<file path="src/rtl/silver_arbiter.sv">
// silver_arbiter: registered 2x2 steering stage of the MinBD permutation network.
// Resolves port contention by golden/silver/ordinary class with a round-robin tie-break.
module silver_arbiter #(
  parameter int MY_X         = 0,
  parameter int MY_Y         = 0,
  parameter int STAGE        = 0,
  parameter int CLEAR_SILVER = 0
) (
  input  logic        clk,
  input  logic        rst_n,
  input  logic [10:0] in0_flit,
  input  logic        in0_valid,
  input  logic [10:0] in1_flit,
  input  logic        in1_valid,
  output logic [10:0] out0_flit,
  output logic        out0_valid,
  output logic [10:0] out1_flit,
  output logic        out1_valid,
  output logic [15:0] deflect_cnt
);

  localparam logic [2:0] MX = 3'(MY_X);
  localparam logic [2:0] MY = 3'(MY_Y);

  // 1 means the flit's productive port is output 1
  function automatic logic port_of(input logic [10:0] f);
    logic [2:0] dx;
    logic [2:0] dy;
    dx = f[5:3];
    dy = f[2:0];
    if (STAGE == 0)
      port_of = (dx == MX);
    else if (dx != MX)
      port_of = !(dx > MX);
    else
      port_of = !(dy > MY);
  endfunction

  function automatic logic [1:0] cls_of(input logic [10:0] f);
    cls_of = f[10] ? 2'd2 : (f[9] ? 2'd1 : 2'd0);
  endfunction

  function automatic logic [10:0] scrub(input logic [10:0] f);
    scrub = (CLEAR_SILVER != 0) ? {f[10], 1'b0, f[8:0]} : f;
  endfunction

  logic        rr_ptr;
  logic        p0;
  logic        p1;
  logic [1:0]  c0;
  logic [1:0]  c1;
  logic        conflict;
  logic        tie;
  logic        win1;
  logic [10:0] wf;
  logic [10:0] lf;
  logic [10:0] nf0;
  logic [10:0] nf1;
  logic        nv0;
  logic        nv1;

  assign p0 = port_of(in0_flit);
  assign p1 = port_of(in1_flit);
  assign c0 = cls_of(in0_flit);
  assign c1 = cls_of(in1_flit);

  always_comb begin
    nf0      = '0;
    nf1      = '0;
    nv0      = 1'b0;
    nv1      = 1'b0;
    conflict = 1'b0;
    tie      = 1'b0;
    win1     = 1'b0;
    wf       = '0;
    lf       = '0;
    unique case (1'b1)
      in0_valid && in1_valid && (p0 == p1): begin
        conflict = 1'b1;
        tie      = (c0 == c1);
        win1     = tie ? rr_ptr : (c1 > c0);
        wf       = win1 ? in1_flit : in0_flit;
        lf       = win1 ? in0_flit : in1_flit;
        nv0      = 1'b1;
        nv1      = 1'b1;
        // winner on the shared productive port, loser deflected
        if (p0) begin
          nf1 = wf;
          nf0 = lf;
        end else begin
          nf0 = wf;
          nf1 = lf;
        end
      end
      in0_valid && in1_valid && (p0 != p1): begin
        nv0 = 1'b1;
        nv1 = 1'b1;
        nf0 = p0 ? in1_flit : in0_flit;
        nf1 = p0 ? in0_flit : in1_flit;
      end
      in0_valid && !in1_valid: begin
        if (p0) begin
          nv1 = 1'b1;
          nf1 = in0_flit;
        end else begin
          nv0 = 1'b1;
          nf0 = in0_flit;
        end
      end
      !in0_valid && in1_valid: begin
        if (p1) begin
          nv1 = 1'b1;
          nf1 = in1_flit;
        end else begin
          nv0 = 1'b1;
          nf0 = in1_flit;
        end
      end
      default: ;
    endcase
  end

  always_ff @(posedge clk or negedge rst_n) begin
    if (!rst_n) begin
      out0_flit   <= '0;
      out0_valid  <= 1'b0;
      out1_flit   <= '0;
      out1_valid  <= 1'b0;
      rr_ptr      <= 1'b0;
      deflect_cnt <= '0;
    end else begin
      out0_flit  <= scrub(nf0);
      out0_valid <= nv0;
      out1_flit  <= scrub(nf1);
      out1_valid <= nv1;
      rr_ptr     <= rr_ptr ^ tie;
      if (conflict && (deflect_cnt != 16'hFFFF))
        deflect_cnt <= deflect_cnt + 16'd1;
    end
  end

endmodule

</file>
<file path="config.mk">
export PLATFORM = sky130hd
export DESIGN_NAME = silver_arbiter
export DESIGN_NICKNAME = d
export VERILOG_FILES = /design/src/rtl/silver_arbiter.sv
export SDC_FILE = /design/constraint.sdc
export NUM_CORES = 1
export LEC_CHECK = 0
export CORE_ASPECT_RATIO = 0.7
export CORE_MARGIN = 3
export CORE_UTILIZATION = 40
export DETAILED_ROUTE_END_ITERATION = 10
export PLACE_DENSITY = 0.79
export SLEW_MARGIN = 20
export SYNTH_ARGS = -nofsm -noshare
export SYNTH_HDL_FRONTEND = slang
export SYNTH_SLANG_ARGS = --single-unit
</file>
<file path="constraint.sdc">
create_clock -name clk -period 2 [get_ports clk]
set_input_delay 0.4 -clock clk [delete_from_list [all_inputs] [get_ports clk]]
set_output_delay 0.4 -clock clk [all_outputs]
set_load 0.01 [all_outputs]
</file>
==> out/qor.csv <==
metric,value,unit
clkSinkCount,41,
yosys.area.top_type,dfrtp_1,
grtUsageMet3,0.0429,
cp_slowest_stage_delay,0.43,ns
cp-start-kind,primary input,
vias_per_cell,5.11,
synthTopCellsByArea,"dfrtp_1, xnor2_1, nand2_1",
postLayoutCellArea,3020,µm²
cpMaxStageDelayCell,or3_4,
ant_nets,0,
path_class,in2reg,
drc,0,
fin_util,0.666,
timing.fmax,522,MHz
ios,66,
cts_root_buf,clkbuf_8,
critPathMaxFanout,4,
ys_seq_elements,41,
detail_route.wl_per_cell,14.5,µm
cts_tree,yes,
period_share,0.959,
htreeDepth,2,
grt_use_met2,0.298,
core,4530,µm²
num_rows,20,
drt_pass1_iterations,4,
grt_use_met1,0.228,
mostFrequentLayoutCells,"clkdlybuf4s50_1, dfrtp_1, buf_4, nand2_1",
p_leak,0.00132,µW
p_per_area,741,nW/µm²
arrival,2.10,ns
drtIter0Drc,65,
die_area,5800,µm²
final_hold_viol_count,0,
dp_hpwl,3770,µm
yosysTopAreaCellShare,0.522,
synth_edf_count,0,
outcome,"complete, no violations",
n_antenna_cell,0,
final_nets,308,
finalMaxSlewViolations,0,
wl,4970,µm
die_h,64.7,µm
areaGrowthSynthToFinish,53.5,%
overflow,0,
placed_cell_area,2880,µm²
ys.flop_type,dfrtp_1,
max-slew-margin-rel,0.722,
grt_max_degree,19,
gp_congestion,0.866,
initial_core_util,0.434,
grt-busiest-layer,met2,
insertion_delay,0.29,ns
rsz0062_at_grt,no,
syn_inst,183,
die_w,89.8,µm
vdd_drop_max,0.000334,V
setup_viol_count_final,0,
mostFrequentLayoutCell,clkdlybuf4s50_1,
async_reset_ff_frac,1.00,
clk_pin_slew,0.08,ns
worst_slew_pin_slew,0.413,ns
netlist_area,1970,µm²
hold_buffers,0,
avgSynthCellArea,10.7,µm²
layout-drive-gt1-share,0.198,
cts_inserted_buffers,5,
grt_pass1_wl,8200,µm
synth_cell_type_count,36,
grt_pass1_vias,1735,
grt_antenna_before_repair,0,
synth_seq_area_share,0.522,
period_minus_slack,1.92,ns
min_path_type,in2async,
grtUsageTotal,0.178,
clock_skew,0.00826,ns
yosysWarnings,0,
crit_chain,clkdlybuf4s50_1 -> or3_4 -> xnor2_4 -> nor4_2 -> buf_4 -> nand4_1 -> xnor2_1,
numPortBuffers,65,
vias,1759,
synth_nets,214,
required,2.18,ns
worstSetupEndpointType,flip-flop,
drv_cap,0,
post_cts_buffers,0,
clk_path_buf_depth,2,
==> report_power, final <==
group	leakage, µW	switching [µW]	internal, µW	total [µW]
logic	0.000738	286	394	680
clock network	0.0000450	283	242	525
registers	0.000534	98.2	933	1030
==> cell type report <==
type	instances	area [µm²]
Clock inverter	2	10.0
Tap cell	66	82.6
Multi-Input combinational cell	131	953
Fill cell	359	1510
Timing Repair Buffer	95	862
Sequential cell	41	1030
Clock buffer	6	72.6
Inverter	3	11.3
==> per-stage QoR <==
step | hold WS [ns] | TNS, ns | cells | power (µW) | setup WS, ns
after floorplan | 0.104 | 0 | 183 | 1310 | 0.0620
after global placement | 0.345 | -10.64 | 336 | 1690 | -0.381
after detailed placement | 0.355 | -12.42 | 336 | 1710 | -0.468
after CTS | 0.0383 | 0 | 344 | 2250 | 0.0637
after global routing | 0.0483 | 0 | 344 | 2360 | 0.000951
final | 0.0293 | 0 | 344 | 2240 | 0.0828
==> cell usage after synthesis (2+ instances only) <==
| master | count |
|---|---|
| nor2_1 | 6 |
| o21bai_1 | 2 |
| clkbuf_1 | 6 |
| nor2b_1 | 2 |
| nand2_1 | 26 |
| a32o_1 | 3 |
| nor3_1 | 5 |
| xnor2_1 | 12 |
| and3_1 | 2 |
| o21ai_0 | 2 |
| nand3_1 | 9 |
| and4_1 | 2 |
| dfrtp_1 | 41 |
| nor4_1 | 2 |
| a21oi_1 | 3 |
| ha_1 | 5 |
| inv_1 | 3 |
| nand4_1 | 10 |
| xor2_1 | 4 |
| mux2i_1 | 7 |
| o211ai_1 | 2 |
| or3_1 | 2 |
| o22ai_1 | 14 |
==> per-layer routing <==
metal / part of all wire / vias to the layer above / routed length, µm
li1: - / 847 / -
met1: 0.47 / 843 / 2320
met2: 0.45 / 62 / 2260
met3: 0.065 / 7 / 323
met4: 0.014 / 0 / 68
met5: 0 / - / 0
==> state kept, by name (all words and copies together), names as in the netlist <==
signal and cells:
deflect_cnt 16, out1_valid 1, out0_flit 11, rr_ptr 1
out1_flit 11, out0_valid 1
==> worst max-delay path, delay by kind of cell <==
kind	cells	cell delay, ns
and+or+nand+nor	3	0.80
buffers and inverters	2	0.59
xor gates and xnor gates	2	0.32
==> path summary, 6_finish.rpt <==
| kind | start | endpoint | slack [ns] | cells past startpoint |
|---|---|---|---|---|
| max | in1_flit[5] | deflect_cnt[10] | 0.08 | 7 |
| min | rst_n | deflect_cnt[2] | 0.03 | 1 |
| max reg2reg | deflect_cnt[8] | deflect_cnt[3] | 0.22 | 6 |
| min reg2reg | deflect_cnt[14] | deflect_cnt[14] | 0.50 | 1 |
| max in group asynchronous | rst_n | out1_flit[2] | 1.44 | 2 |
| min in group clk | deflect_cnt[14] | deflect_cnt[14] | 0.50 | 1 |
==> repair_timing <==
action	in CTS	in global routing
pin swaps	4	0
resized for setup	15	2
setup endpoints to repair	21	17
==> logic make-up (layout without fill, tap and decap cells) <==
logic type | Yosys count | in the layout | synth area share
compound gates | 29 | 29 | 0.0999
xor+xnor | 17 | 17 | 0.0853
fa+ha+maj | 5 | 5 | 0.0318
buf+inv | 11 | 106 | 0.0255
flops | 41 | 41 | 0.522
mux | 8 | 8 | 0.0433
simple gates | 72 | 72 | 0.192
Note: power is estimated with default switching activity, not from simulation.
